File: src/rtl/addsub_pkg.sv
// Shared types and elaboration helpers for the chunked add/subtract unit.
package addsub_pkg;

  typedef enum logic [1:0] {
    IDLE = 2'd0,
    RUN  = 2'd1,
    DONE = 2'd2
  } state_e;

  // Guarded so an illegal CHUNK of 0 never divides by zero during elaboration.
  function automatic int calc_nchunk(input int width, input int chunk);
    if (chunk < 1) return 1;
    return width / chunk;
  endfunction

  function automatic bit chunk_cfg_ok(input int width, input int chunk);
    if (chunk < 1) return 1'b0;
    if (width < chunk) return 1'b0;
    return (width % chunk) == 0;
  endfunction

endpackage

File: src/rtl/chunk_adder.sv
// Combinational CHUNK-bit adder slice, time-multiplexed across the chunks of an operand.
module chunk_adder #(
  parameter int CHUNK = 16
) (
  input  logic [CHUNK-1:0] a,
  input  logic [CHUNK-1:0] b,
  input  logic             c_in,
  output logic [CHUNK-1:0] sum,
  output logic             c_out,
  output logic             c_msb
);

  logic [CHUNK:0] full;

  assign full  = {1'b0, a} + {1'b0, b} + {{CHUNK{1'b0}}, c_in};
  assign sum   = full[CHUNK-1:0];
  assign c_out = full[CHUNK];
  // Carry into the top bit recovered from the top bit's own sum equation.
  assign c_msb = a[CHUNK-1] ^ b[CHUNK-1] ^ full[CHUNK-1];

endmodule

File: src/rtl/chunked_addsub.sv
// Multi-cycle WIDTH-bit add/subtract with carry-in, CHUNK bits per clock, valid/ready on both sides.
//   state | meaning
//   IDLE  | ready for operands; previous result still visible on sum/c_out/ovf
//   RUN   | one chunk per clock through the registered carry chain
//   DONE  | result valid, held until out_ready
module chunked_addsub
  import addsub_pkg::*;
#(
  parameter int WIDTH = 64,
  parameter int CHUNK = 16
) (
  input  logic             clk,
  input  logic             rst,
  input  logic             in_valid,
  output logic             in_ready,
  input  logic [WIDTH-1:0] a,
  input  logic [WIDTH-1:0] b,
  input  logic             c_in,
  input  logic             sub,
  output logic             out_valid,
  input  logic             out_ready,
  output logic [WIDTH-1:0] sum,
  output logic             c_out,
  output logic             ovf
);

  localparam int NCHUNK = calc_nchunk(WIDTH, CHUNK);
  localparam int IDX_W  = (NCHUNK > 1) ? $clog2(NCHUNK) : 1;

  if (!chunk_cfg_ok(WIDTH, CHUNK)) begin : g_bad_cfg
    $error("chunked_addsub: CHUNK must be >= 1 and divide WIDTH");
  end

  state_e             state_q, state_d;
  logic [WIDTH-1:0]   a_q, a_d;
  logic [WIDTH-1:0]   b_q, b_d;
  logic [WIDTH-1:0]   sum_q, sum_d;
  logic [IDX_W-1:0]   idx_q, idx_d;
  logic               carry_q, carry_d;
  logic               c_out_q, c_out_d;
  logic               ovf_q, ovf_d;

  logic [CHUNK-1:0]   ch_sum;
  logic               ch_cout;
  logic               ch_msb;
  logic               last_chunk;

  // Operand registers shift right each RUN cycle so the adder always reads the low chunk.
  chunk_adder #(.CHUNK(CHUNK)) u_chunk_adder (
    .a     (a_q[CHUNK-1:0]),
    .b     (b_q[CHUNK-1:0]),
    .c_in  (carry_q),
    .sum   (ch_sum),
    .c_out (ch_cout),
    .c_msb (ch_msb)
  );

  assign last_chunk = (idx_q == IDX_W'(NCHUNK - 1));

  always_comb begin
    state_d = state_q;
    a_d     = a_q;
    b_d     = b_q;
    sum_d   = sum_q;
    idx_d   = idx_q;
    carry_d = carry_q;
    c_out_d = c_out_q;
    ovf_d   = ovf_q;
    case (state_q)
      IDLE: begin
        if (in_valid) begin
          a_d     = a;
          b_d     = sub ? ~b : b;
          carry_d = sub ? ~c_in : c_in;
          idx_d   = '0;
          state_d = RUN;
        end
      end
      RUN: begin
        sum_d[int'(idx_q)*CHUNK +: CHUNK] = ch_sum;
        carry_d = ch_cout;
        a_d     = a_q >> CHUNK;
        b_d     = b_q >> CHUNK;
        idx_d   = idx_q + IDX_W'(1);
        if (last_chunk) begin
          c_out_d = ch_cout;
          ovf_d   = ch_cout ^ ch_msb;
          idx_d   = '0;
          state_d = DONE;
        end
      end
      DONE: begin
        if (out_ready) state_d = IDLE;
      end
      default: state_d = IDLE;
    endcase
  end

  always_ff @(posedge clk) begin
    if (rst) begin
      state_q <= IDLE;
      a_q     <= '0;
      b_q     <= '0;
      sum_q   <= '0;
      idx_q   <= '0;
      carry_q <= 1'b0;
      c_out_q <= 1'b0;
      ovf_q   <= 1'b0;
    end else begin
      state_q <= state_d;
      a_q     <= a_d;
      b_q     <= b_d;
      sum_q   <= sum_d;
      idx_q   <= idx_d;
      carry_q <= carry_d;
      c_out_q <= c_out_d;
      ovf_q   <= ovf_d;
    end
  end

  assign in_ready  = (state_q == IDLE);
  assign out_valid = (state_q == DONE);
  assign sum       = sum_q;
  assign c_out     = c_out_q;
  assign ovf       = ovf_q;

endmodule

File: config.mk
export PLATFORM = sky130hd
export DESIGN_NAME = chunked_addsub
export DESIGN_NICKNAME = d
export VERILOG_FILES = /design/src/rtl/addsub_pkg.sv /design/src/rtl/chunk_adder.sv /design/src/rtl/chunked_addsub.sv
export SDC_FILE = /design/constraint.sdc
export NUM_CORES = 1
export LEC_CHECK = 0
export ABC_CLOCK_PERIOD_IN_PS = 2700
export CORE_ASPECT_RATIO = 0.6
export CORE_MARGIN = 2
export CORE_UTILIZATION = 52
export DETAILED_ROUTE_END_ITERATION = 7
export PLACE_DENSITY = 0.82
export SYNTH_ARGS = -nofsm -noshare
export SYNTH_HDL_FRONTEND = slang
export SYNTH_SLANG_ARGS = --single-unit
File: constraint.sdc
create_clock -name clk -period 2.7 [get_ports clk]
set_clock_uncertainty 0.05 [all_clocks]
set_input_delay 0.54 -clock clk [delete_from_list [all_inputs] [get_ports clk]]
set_output_delay 0.54 -clock clk [all_outputs]
set_load 0.02 [all_outputs]
==> results.md, run 1 <==
- Antenna violations before repair: 0
- Number of hold violations in the final report: 0
- Vert. Die Dim: between 100 and 150 um
- Maximum resistive drop on vdd: roughly 450 uV
- Clock network latency to the later pin of the worst-skew pair: 0.44 ns
- First-pass iteration count of the detailed router: 6
- Number of cells on the worst hold path: 2
- Count of mapped cells out of synthesis: around 1200
- FFs w/ async S/R, synth: 0
- Final instance area: ~0.013 mm2
- Core Util, Final: 0.689
- Initial DRC Count: roughly 1100
- Headroom to the max-slew limit: 0.461
- Setup repair after global routing missed its margin: yes
- Slew Limit Fails: 0
- Pin count of the biggest net entering global routing: between 100 and 150
- CTS Sinks: slightly below 200
- Cell at the root of the clock tree: sky130_fd_sc_hd__clkbuf_16
- Sequential area share after synthesis: 0.412
- Vias: about 9200
- Depth of the most critical reg-to-reg path: 9
- Net Count, Synth: about 1400
- Clock buffer depth: 2
- Fmax: 376 MHz
- Post-layout nets: roughly 1500
- Number of distinct library cells after synthesis: 53
- Synthesized-area fraction occupied by ao, oa, aoi and oai cells: 0.201
- First-pass GRT wire length: ~43 mm
- Maximum fanout along the worst path: 8
- Share of post-route cells with drive strength above 1: 0.0651
- Xor/xnor share of the synthesized area: 0.0625
- Power density over the cells: 579 mW/mm2
- Main combinational cell family by area after synthesis: simple AND/OR/NAND/NOR gates
- Leftover overflow at the end of global routing: 0
- Area of the multi-input gates: roughly 0.0053 mm2
- Area share of the largest cell type after synthesis: 0.412
- Count of maximum capacitance violations: 0
- Number of nets still failing antenna checks after routing: 0
- Worst EP arrival: approximately 2.9 ns
- Die X: 180 um
- Average wire length per cell after detail routing: 16.9 um
- Number of diodes added for antenna fixing: 0
- Leakage: roughly 4.8 nW
- DPL Wire Length: ~19 mm
- Number of buffers added by the clock tree synthesis step: 17
- Endpoints failing setup: 0
- Number of global-route vias before repair: approximately 8500
- Synth-to-Final Area Change: 29.4%
- Buffers on Ports: 201
- Top_reg_cell synth: sky130_fd_sc_hd__dfxtp_1
- EDFF count, synth: 0
- Post-CTS clock slew at the launch and capture registers of the worst setup and hold paths: 0.08 ns
- Final GP Congestion: approximately 0.96
- Adder-cell share of the synthesized area: 0.0313
- Quantity of hold-fixing buffers added after cts: 0
- Tmin final: about 2.7 ns
- Type of origin of the critical path: register
- Worst setup EP type: register
- WHS: just over 0.4 ns
- H-tree depth: 4
- Critical path type: register to register
- Mux share of post-synthesis cell area: 0
- Number of fill cells: about 1500
- Site Rows: 38
- Path class of the lowest-slack min-delay path: register to register
- Synth warnings: 0
- Effective utilization at floorplan: 0.533
- Mean Syn Cell Area: ~8 um2
- Top-count cell post-synth: sky130_fd_sc_hd__nor2_1
- TritonCTS clock tree: yes
- Drt drc: 0
- Seq cells post-synth: roughly 200
- Cell accounting for the most synthesized area: sky130_fd_sc_hd__dfxtp_1
- Simple logic cell fraction of the synthesized area: 0.249
- Run status: finished, final reports clean
- Slew at the pin with the worst max-slew slack: just over 0.8 ns
- Total global-route track usage: 0.272
- Total design power: around 7.2 mW
- Core outline area: between 0.015 and 0.02 mm2
- Area after DPL: 0.0119 mm2
- Via/cell ratio: between 5 and 6
- Required time at the endpoint of the critical path: between 2 and 3 ns
- Share of the clock period used by the worst path after layout: 0.985
- DRT Wirelength: roughly 27 mm
- Area contributors post-synth: sky130_fd_sc_hd__dfxtp_1 (41%), sky130_fd_sc_hd__nor2_1 (10%), sky130_fd_sc_hd__a21oi_1 (5.6%)
- Area of the mapped netlist: between 0.009 and 0.01 mm2
- Total Die Area: 0.0197 mm2
- Top cells by instance count after synthesis: sky130_fd_sc_hd__nor2_1 (260), sky130_fd_sc_hd__dfxtp_1 (199), sky130_fd_sc_hd__a21oi_1 (108)
- Io pins: 202
- Sequential cell area: about 0.004 mm2
==> per-stage QoR <==
step / TNS, ns / cells / setup WS, ns
global route: -0.0643 / 1622 / -0.0280
detailed placement: 0 / 1588 / 0.0887
finish: 0 / 1622 / 0.0404
CTS: 0 / 1620 / 0.0883
global placement: 0 / 1588 / 0.142
floorplan: 0 / 1217 / 0.274
==> repair_timing <==
action | 4_1_cts | 5_1_grt
buffers inserted | 0 | 2
endpoints found under the setup margin | 0 | 10
resized for setup | 0 | 11
==> metal layers <==
layer | global-route usage | share of wire
met5 | 0 | 0
met1 | 0.392 | 0.47
met3 | 0.0603 | 0.092
met4 | 0.0812 | 0.011
met2 | 0.407 | 0.43
==> critical path, stage by stage, from the launching register on <==
cell	delay (ns)
sky130_fd_sc_hd__dfxtp_2	0.34
sky130_fd_sc_hd__fa_2	0.40
sky130_fd_sc_hd__inv_2	0.07
sky130_fd_sc_hd__fa_2	0.21
sky130_fd_sc_hd__nor2b_2	0.05
sky130_fd_sc_hd__o31a_1	0.36
sky130_fd_sc_hd__o31a_4	0.39
sky130_fd_sc_hd__a41oi_4	0.32
sky130_fd_sc_hd__nor4_2	0.10
sky130_fd_sc_hd__a221o_1	0.28
==> flip-flops by register name, summed over array words and instances, names as in the netlist <==
register,cells
a_q,64
b_q,64
sum,64
idx_q,2
state_q,2
c_out,1
carry_q,1
ovf,1
==> kinds of logic after synthesis <==
group / after synthesis
simple gates: 533
compound gates: 286
flops: 199
buf+inv: 107
xor+xnor: 69
fa+ha+maj: 23
==> cell usage in the layout (no fill, tap or decap), drive strengths merged, types with 21 or more instances in the layout <==
cell type      count
dfxtp            199
xor2              36
nor3              55
nor2             260
buf               35
clkdlybuf4s50    198
ha                21
nand2             93
nand3b            24
a22oi             56
o211ai            34
xnor2             33
a21oi            108
nor2b             56
==> where the power goes <==
part | switching, mW | internal [mW]
clock | 1.27 | 1.24
combinational | 0.837 | 0.655
sequential | 0.119 | 3.12
total | 2.22 | 5.02
==> final timing paths <==
kind	from	end	slack [ns]
worst max-delay path	carry_q$_SDFFE_PP0P_	sum[26]$_SDFFE_PP0P_	0.04
worst min-delay path	b_q[46]$_SDFFE_PP0P_	b_q[46]$_SDFFE_PP0P_	0.40
worst max register to register	carry_q$_SDFFE_PP0P_	sum[26]$_SDFFE_PP0P_	0.04
worst min register to register	b_q[46]$_SDFFE_PP0P_	b_q[46]$_SDFFE_PP0P_	0.40
==> area by class of cell <==
class / count / share of cell area
clock buffer: 17 / 0.0340
inverter: 7 / 0.00210
multi-input combinational: 911 / 0.424
timing repair buffer: 233 / 0.184
tap: 240 / 0.0240
sequential: 199 / 0.319
clock inverter: 15 / 0.0125
Power figures use the tool's default switching activity.
==> inputs of run 2 (changes only) <==
--- a/config.mk
+++ b/config.mk
@@ -10,6 +10,7 @@
 export CORE_MARGIN = 2
 export CORE_UTILIZATION = 52
 export DETAILED_ROUTE_END_ITERATION = 7
+export GPL_TIMING_DRIVEN = 0
 export PLACE_DENSITY = 0.82
 export SYNTH_ARGS = -nofsm -noshare
 export SYNTH_HDL_FRONTEND = slang
==> run 2 against run 1 <==
Effect of this change:
- the flow now finishes with violations (design-rule violations)
- die area is the same
- routed wire length grew 11%
- flip-flop and latch count is the same
- register-to-register slack gained 0.06 ns
- sequential share of layout area shrank 0.35 points
- combinational power grew 3%
- hold slack gained 0.0061 ns
- final cell count grew 4.1%
- global-route usage grew 3.1 points
- maximum frequency grew 2.3%
- critical endpoint is now sum[40]$_SDFFE_PP0P_
==> results.md, run 2 (synthesis results as in run 1) <==
- First-pass GRT wire length: approximately 47 mm
- Vias: approximately 9900
- Pin count of the biggest net entering global routing: 22
- Via/cell ratio: about 5.8
- Leakage: between 4 and 5 nW
- Post-CTS clock slew at the launch and capture registers of the worst setup and hold paths: around 0.080 ns
- Buffers on Ports: around 200
- Post-layout nets: between 1500 and 2000
- Count of maximum capacitance violations: 0
- Clock buffer depth: 2
- Cells along the critical path: fa_2, inv_1, fa_2, nor2b_1, o31a_1, o31a_4, o21ai_2, and2_1, o311ai_0
- Maximum fanout along the worst path: 5
- Sequential cell area: 0.00399 mm2
- Number of nets still failing antenna checks after routing: 0
- Run status: complete, but fails checks
- Clock group share of total power: 0.362
- CTS Sinks: 199
- Worst EP arrival: between 2 and 3 ns
- CP dominant cell by count: sky130_fd_sc_hd__fa_2
- Leftover overflow at the end of global routing: 0
- Sum Neg Setup Slack: 0 ns
- Number of fill cells: between 1000 and 1500
- Initial DRC Count: 987
- DRT Wirelength: just over 30 mm
- Cell at the root of the clock tree: sky130_fd_sc_hd__clkbuf_16
- Share of post-route cells with drive strength above 1: 0.0414
- Number of cells in the design after placement: roughly 1700
- Number of hold violations in the final report: 0
- Total global-route track usage: 0.302
- Critical path type: register to register
- Number of diodes added for antenna fixing: 0
- H-tree depth: 4
- Effective utilization at floorplan: 0.533
- Path class of the lowest-slack min-delay path: register to register
- Power share of the sequential group: 0.434
- Number of cells on the worst hold path: 2
- Io pins: slightly above 200
- Fmax: roughly 380 MHz
- Clock network latency to the later pin of the worst-skew pair: 0.45 ns
- Number of global-route vias before repair: around 9100
- Tmin final: about 2.6 ns
- Launch point of the worst reg-to-reg path: a_q[0]$_SDFFE_PP0P_
- Part of the power in combinational logic: 0.204
- Number of buffers added by the clock tree synthesis step: 17
- Share of the clock period used by the worst path after layout: 0.963
- Site Rows: 38
- Die X: around 180 um
- Cell with the largest stage delay on the worst path: sky130_fd_sc_hd__fa_2
- Type of origin of the critical path: register
- Depth of the most critical reg-to-reg path: 9
- Drt drc: 2
- Core outline area: about 0.018 mm2
- Required time at the endpoint of the critical path: 2.95 ns
- Vert. Die Dim: between 100 and 150 um
- Area of the multi-input gates: between 0.005 and 0.006 mm2
- Failing checks: design-rule violations
- Delay of the slowest cell on the worst path: around 0.4 ns
- Non-filler cells, final: roughly 1700
- Power density over the cells: slightly below 600 mW/mm2
- Critical Path Stages: 9
- Switching share of power: 0.314
- Worst setup EP type: register
- Antenna violations before repair: 0
- Average wire length per cell after detail routing: 18.0 um
- Setup repair after global routing missed its margin: yes
- Most common library cell in the layout ignoring fill and taps: sky130_fd_sc_hd__nor2_1
- Origin of the worst setup path: a_q[0]$_SDFFE_PP0P_
- Synth-to-Final Area Change: 30.7%
- Switching pwr: 2.36 mW
- Total Die Area: just under 0.02 mm2
- First-pass iteration count of the detailed router: 8
- Maximum resistive drop on vdd: between 400 and 500 uV
- Slew at the pin with the worst max-slew slack: 0.971 ns
- Quantity of hold-fixing buffers added after cts: 0
- Origin of the worst min-delay path: b_q[45]$_SDFFE_PP0P_
- Endpoints failing setup: 0
- TritonCTS clock tree: yes
- Slew Limit Fails: 0
- Delay-heaviest family, CP: compound AO/OA/AOI/OAI gates
- Final GP Congestion: roughly 0.99
- Internal power: 5.14 mW
- Most frequent cells in the layout: sky130_fd_sc_hd__nor2_1 (259), sky130_fd_sc_hd__clkdlybuf4s50_1 (199), sky130_fd_sc_hd__dfxtp_1 (198)
- Buffers plus inverters on the worst setup path: 1
- Headroom to the max-slew limit: 0.347
- DPL Wire Length: between 20 and 25 mm
## run 2: cell types whose count changed in the layout (fill, tap and decap cells not counted), sizes merged
cell	previous run	this run
clkdlybuf4s50	198	199
buf	35	27
clkbuf	17	92
bufinv	0	1
inv	15	13
## run 2: power by group through the flow
stage | registers, mW | clock network, mW | logic [mW]
after floorplan | 3.28 | 0 | 0.921
after global placement | 3.31 | 0 | 1.44
after detailed placement | 3.31 | 0 | 1.46
after CTS | 3.24 | 2.72 | 1.48
after global routing | 3.27 | 2.85 | 1.67
final | 3.25 | 2.71 | 1.53
## run 2: path summary, 6_finish.rpt
| check | to | slack (ns) |
|---|---|---|
| worst max-delay path | sum[40]$_SDFFE_PP0P_ | 0.1 |
| worst min-delay path | b_q[45]$_SDFFE_PP0P_ | 0.41 |
| worst max register to register | sum[40]$_SDFFE_PP0P_ | 0.1 |
| worst min register to register | b_q[45]$_SDFFE_PP0P_ | 0.41 |
## run 2: layout make-up
cell class | count | share of cell area
repair buffers | 200 | 0.158
flip-flops and latches | 199 | 0.315
plain buffers | 100 | 0.0312
well taps | 240 | 0.0238
clock buffers | 18 | 0.0347
inverters | 7 | 0.00208
multi-input cells | 911 | 0.419
clock inverters | 14 | 0.0159
## run 2: per-stage QoR
step	area, um2	power [mW]	worst slack, ns	hold slack [ns]	util
detailed placement	12000	4.77	-0.270	0.396	0.659
CTS	12600	7.45	0.0501	0.408	0.694
finish	12600	7.49	0.0993	0.409	0.696
global route	12600	7.79	-0.0174	0.425	0.696
global placement	12000	4.75	-0.186	0.387	0.659
floorplan	9670	4.20	0.274	0.381	-
## run 2: layer usage
| metal | vias to the layer above | part of all wire | global-route usage |
|---|---|---|---|
| li1 | 4686 | - | - |
| met1 | 4563 | 0.45 | 0.434 |
| met2 | 547 | 0.41 | 0.445 |
| met3 | 63 | 0.12 | 0.0871 |
| met4 | 0 | 0.021 | 0.0806 |
| met5 | - | 0 | 0 |
## run 2: repair_timing
action | 4_1_cts | 5_1_grt
resized for setup | 1 | 9
buffers inserted | 0 | 1
setup endpoints to repair | 1 | 38
pin swaps | 0 | 2
## run 2: worst reg2reg max path: cells and delay by family, from the launching register on
family                     cells  cell delay (ns)
AOI/OAI and AO/OA              4             1.11
adders and majority gates      2             0.60
buffers and inverters          1             0.08
DFF                            1             0.34
and+or+nand+nor                2             0.30
==> inputs of run 3 (changes only) <==
--- a/config.mk
+++ b/config.mk
@@ -10,7 +10,6 @@
 export CORE_MARGIN = 2
 export CORE_UTILIZATION = 52
 export DETAILED_ROUTE_END_ITERATION = 7
-export GPL_TIMING_DRIVEN = 0
 export PLACE_DENSITY = 0.82
 export SYNTH_ARGS = -nofsm -noshare
 export SYNTH_HDL_FRONTEND = slang
==> results of run 3 <==
Same layout as run 1: the final DEF is identical, and so are final timing and power.
==> patch 1 (flow settings as in run 3) <==
Change the parameter `WIDTH` from 64 to 32.
--- a/src/rtl/chunked_addsub.sv
+++ b/src/rtl/chunked_addsub.sv
@@ -6,7 +6,7 @@
 module chunked_addsub
   import addsub_pkg::*;
 #(
-  parameter int WIDTH = 64,
+  parameter int WIDTH = 32,
   parameter int CHUNK = 16
 ) (
   input  logic             clk,
Ports: changed (resized a, b and sum); port bits go from 202 to 106. No check against the original RTL was run, so the function may have changed too.
==> patch 1 against run 3 <==
Area after synthesis decreased by 47%. Cell area shrank 46%. Sequential cell count decreased by 97. Sequential power decreased by 47%. Power is 44% lower. Non-clock buffer count fell by 102. Setup slack better by 0.034 ns. Synthesized cell count shrank 49%. Largest cell class unchanged. Worst hold slack better by 0.0039 ns. Wire length decreased by 47%. Via count fell by 47%.
==> patch 1: results (changes against run 3) <==
nNetsFinal: 800  # was 1526
min_path_type: "register to register"  # unchanged
wl_per_cell_um: 17.2  # was 16.9 um
place_inst: 833  # was 1588
outcome: "finished, final reports clean"  # unchanged
ys_types: 54  # was 53
fillCellCount: 788  # was 1490
yosys_warnings: 0  # unchanged
cts_buffers: 9  # was 17
h-tree-depth: 3  # was 4
switching_share: 0.299  # was 0.307
track_usage: 0.275  # was 0.272
antenna_found_initial: 0  # unchanged
synthArstFlopShare: 0  # unchanged
io_buffers: 105  # was 201
synth.area.top_cells: "dfxtp_1 40%, nor2_1 7.6%, a21oi_1 7.3%, a22oi_1 4.7%, xor2_1 4.1%"  # was dfxtp_1 41%, nor2_1 10%, a21oi_1 5.6%, a22oi_1 4.3%, nand2_1 3.6%
viasPerCell: 5.73  # was 5.70
crit_path_max_fanout: 4  # was 8
dp_slack_ns: -0.0250  # was 0.0887 ns
worst_slew_pin_slew_ns: 0.774  # was 0.807 ns
critical-path-max-stage-delay_ns: 0.50  # was 0.40 ns
grt_max_degree: 73  # was 107
drt_iter0_markers: 464  # was 1055
grt_pass1_vias: 4485  # was 8451
crit_arrival_ns: 2.87  # was 2.94 ns
gp_congestion: 0.873  # was 0.960
cp_top_family: "compound AO/OA/AOI/OAI gates"  # unchanged
synth_commonest_cells: "105 x nor2_1, 102 x dfxtp_1, 75 x a21oi_1"  # was 260 x nor2_1, 199 x dfxtp_1, 108 x a21oi_1
cts.path.max_buffers: 2  # unchanged
crit_path_top_delay_cell: "or4_1"  # was fa_2
drive_gt1_frac: 0.106  # was 0.0651
synthFlopType: "dfxtp_1"  # unchanged
vias: 4889  # was 9240
syn-num-nets: 708  # was 1374
vdd_drop_max_mv: 0.374  # was 0.449 mV
seq_area_frac_synth: 0.396  # was 0.412
grt_pass1_wl_mm: 23.3  # was 43.2 mm
diodes: 0  # unchanged
syn_inst: 621  # was 1217
drt-pass1-iter-count: 7  # was 6
p_leak_nw: 2.65  # was 4.78 nW
path_clk_slew_ns: 0.07
synth_top_area_share: 0.396  # was 0.412
synth_edf_count: 0  # unchanged
hpwl_mm: 10.5  # was 19.2 mm
clk_latency_ns: 0.35  # was 0.44 ns
root_buffer: "clkbuf_16"  # unchanged
-- patch 1: changes by cell type after synthesis, sizes merged, moves of 30 or more --
cell    before  now
nor3        55    3
nor2b       56    5
nor2       260  105
nand2       93   46
clkbuf      74   33
dfxtp      199  102
a21oi      108   78
-- patch 1: worst reg2reg max path, stage by stage (launching register included) --
cell,delay [ns]
dfxtp_2,0.33
fa_2,0.41
fa_2,0.38
a211oi_2,0.29
o211ai_2,0.19
a31oi_4,0.25
a21oi_2,0.10
or4_1,0.50
nand3_1,0.07
-- patch 1: final timing paths --
check             cells after the start  slack [ns]    start       to
setup / recovery                      8        0.07  carry_q  sum[30]
hold / removal                        2        0.41   sum[7]   sum[7]
setup reg to reg                      8        0.07  carry_q  sum[30]
hold reg to reg                       2        0.41   sum[7]   sum[7]
-- patch 1: metrics by stage --
step,area (um2),hold WS (ns),util,power [mW],TNS (ns)
after floorplan,5150,0.411,-,2.30,0
after detailed placement,6340,0.400,0.651,2.66,-0.0250
final,6700,0.406,0.688,4.03,0
after global placement,6340,0.398,0.651,2.64,0
after CTS,6660,0.409,0.684,4.02,0
after global routing,6700,0.434,0.688,4.19,0
-- patch 1: layout make-up --
cell class / instances / share of cell area
Sequential cell: 102 / 0.305
Clock inverter: 5 / 0.00971
Timing Repair Buffer: 131 / 0.185
Multi-Input combinational cell: 451 / 0.427
Inverter: 18 / 0.0101
Tap cell: 135 / 0.0252
Clock buffer: 11 / 0.0377
-- patch 1: cells by family after synthesis --
kind of cell / share of synthesized area
AND/OR/NAND/NOR: 0.168
XOR/XNOR: 0.0697
buffers and inverters: 0.0517
AO/OA/AOI/OAI: 0.270
flip-flops: 0.396
adder cells (fa/ha/maj): 0.0442
-- patch 1: metal layers --
layer / GRT usage / vias to the layer above / part of all wire
li1: - / 2386 / -
met1: 0.375 / 2285 / 0.46
met2: 0.430 / 195 / 0.44
met3: 0.0787 / 23 / 0.085
met4: 0.0710 / 0 / 0.013
met5: 0 / - / 0
-- patch 1: timing repair --
item | 4_1_cts | 5_1_grt
pin swaps | 2 | 7
resized for setup | 0 | 4
buffers inserted | 0 | 4
endpoints found under the setup margin | 2 | 3
hold endpoints to repair | 0 | 0
-- patch 1: power by group through the flow --
stage | clock network, mW | logic, mW | registers, mW
after floorplan | 0 | 0.566 | 1.74
final | 1.37 | 0.941 | 1.72
after CTS | 1.38 | 0.925 | 1.71
after detailed placement | 0 | 0.917 | 1.75
after global routing | 1.44 | 1.03 | 1.73
after global placement | 0 | 0.898 | 1.74
==> patch 2 (settings of run 3) <==
Without the edit above. The 3 states of `state_e` get a one-hot encoding in 3 bits.
--- a/src/rtl/addsub_pkg.sv
+++ b/src/rtl/addsub_pkg.sv
@@ -1,10 +1,10 @@
 // Shared types and elaboration helpers for the chunked add/subtract unit.
 package addsub_pkg;
 
-  typedef enum logic [1:0] {
-    IDLE = 2'd0,
-    RUN  = 2'd1,
-    DONE = 2'd2
+  typedef enum logic [2:0] {
+    IDLE = 3'b001,
+    RUN  = 3'b010,
+    DONE = 3'b100
   } state_e;
 
   // Guarded so an illegal CHUNK of 0 never divides by zero during elaboration.
Behaviour: no difference found for any inputs over 4 cycles, from zero or initial values and one cycle with rst high; so few cycles prove little.
==> patch 2 against run 3 <==
Cell area shrank 3.8%. Worst hold slack lost 0.0049 ns. Sequential cell count grew 1. Wire length shrank 0.72%. Count of clock-buffer cells in the layout grew 1. Area after synthesis shrank 4.2%. Setup slack gained 0.14 ns. Via count shrank 4.1%. Critical endpoint is now in_ready.
Power is not compared: it rests on default switching activity, and its combinational part moved more than twofold at a synthesized area within 25%.
==> patch 2: results (changes against run 3) <==
root_buffer: "clkbuf_16"  # unchanged
r2r_start: "a_q[0]"  # was carry_q
critical-path-max-stage-delay_ns: 0.70  # was 0.40 ns
diodes: 0  # unchanged
dp_slack_ns: 0.225  # was 0.0887 ns
wl_mm: 27.3  # was 27.5 mm
path_clk_slew_ns: 0.08  # about the same
io_buffers: 201  # unchanged
crit_start: "state_q[0]"  # was carry_q
drt-pass1-iter-count: 5  # was 6
outcome: "finished, final reports clean"  # unchanged
yosys_warnings: 0  # unchanged
finalMaxSlewViolations: 0  # unchanged
synth.area.top_cells: "dfxtp_1 43%, nand2_1 10%, xnor2_1 6.7%, nor2_1 4.9%, a311oi_1 4.7%"  # was dfxtp_1 41%, nor2_1 10%, a21oi_1 5.6%, a22oi_1 4.3%, nand2_1 3.6%
synthArstFlopShare: 0  # unchanged
synthXorXnorAreaFrac: 0.0718  # was 0.0625
syn-num-nets: 1298  # was 1374
cts.path.max_buffers: 2  # unchanged
grt_max_degree: 87  # was 107
drive_gt1_frac: 0.0500  # was 0.0651
grt_pass1_wl_mm: 42.9  # was 43.2 mm
crit_path_top_delay_cell: "clkdlybuf4s50_1"  # was fa_2
synth_fa_ha_area_frac: 0.0327  # was 0.0313
cts_buffers: 17  # unchanged
clk_latency_ns: 0.44  # about the same
relSlewSlack: 0.359  # was 0.461
vdd_drop_max_mv: 0.618
crit_arrival_ns: 1.93  # was 2.94 ns
gp_congestion: 0.956  # was 0.960
synth_commonest_cells: "252 x nand2_1, 200 x dfxtp_1, 120 x nor2_1"  # was 260 x nor2_1, 199 x dfxtp_1, 108 x a21oi_1
post_cts_buffers: 0  # unchanged
synth_top_area_share: 0.432  # was 0.412
synth_compound_gate_area_share: 0.219  # was 0.201
hp-start: "b_q[57]"  # was b_q[46]
viasPerCell: 5.77  # was 5.70
drt_iter0_markers: 893  # was 1055
ys_types: 43  # was 53
nNetsFinal: 1445  # was 1526
h-tree-depth: 4  # unchanged
synthMuxAreaShare: 0.00540  # was 0
crit_path_max_fanout: 6  # was 8
grt_pass1_vias: 8118  # was 8451
hpwl_mm: 19.3  # was 19.2 mm
track_usage: 0.288  # was 0.272
p_leak_nw: 4.33
dpl_cell_area_um2: 11500  # was 11900 um2
seq_area_frac_synth: 0.432  # was 0.412
patch 2: cell types whose count changed after synthesis, sizes merged, moves of 16 or more:
cell	before	now
nor2	260	120
a22oi	56	40
xnor2	33	71
a222oi	18	0
a311oi	0	50
nand2	93	252
xor2	36	5
a211oi	4	20
nor2b	56	8
nor3	55	15
nand3	11	27
nand3b	24	0
a21oi	108	84
patch 2: repair_timing:
action | 4_1_cts | 5_1_grt
resized for setup | 0 | 1
hold endpoints to repair | 0 | 0
endpoints found under the setup margin | 0 | 1
patch 2: critical path: cells and delay by family, from the launching register on:
kind,cells,cell delay [ns]
buf+inv,1,0.70
simple gates,1,0.41
flops,1,0.38
patch 2: per-layer routing:
| layer | share of wire | vias up | track usage | wire [um] |
|---|---|---|---|---|
| met5 | 0 | - | 0 | 0 |
| met4 | 0.016 | 0 | 0.0844 | 442 |
| met3 | 0.10 | 32 | 0.0674 | 2720 |
| met2 | 0.41 | 409 | 0.397 | 11100 |
| met1 | 0.48 | 4130 | 0.440 | 13000 |
| li1 | - | 4287 | - | - |
patch 2: worst paths after layout:
kind / end / slack [ns] / depth (start not counted)
setup / recovery: in_ready / 0.18 / 2
setup reg to reg: sum[11] / 0.19 / 7
hold / removal: b_q[41] / 0.40 / 2
hold reg to reg: b_q[41] / 0.40 / 2
patch 2: cell type report:
cell class | instances | area, um2
clock inverters | 13 | 141
repair buffers | 226 | 2280
flip-flops and latches | 200 | 4000
well taps | 234 | 293
clock buffers | 18 | 429
inverters | 5 | 18.8
fillers | 1401 | 5230
multi-input cells | 838 | 4870
patch 2: logic make-up after synthesis:
logic type      count (synthesis)
compound gates                291
xor+xnor                       76
fa+ha+maj                      23
buf+inv                       103
flops                         200
mux                             5
simple gates                  443
patch 2: through the flow:
stage / hold slack, ns / instances
after floorplan: 0.382 / 1141
after global placement: 0.390 / 1503
after detailed placement: 0.392 / 1503
after global routing: 0.423 / 1534
after CTS: 0.401 / 1534
final: 0.398 / 1534
patch 2: power by group:
group          switching, mW  internal, mW  leakage [nW]  total, mW
clock                   1.26          1.23         0.271       2.49
combinational           1.91          1.25          2.43       3.16
sequential             0.374          3.52          1.63       3.89
total                   3.54          5.99          4.33       9.54
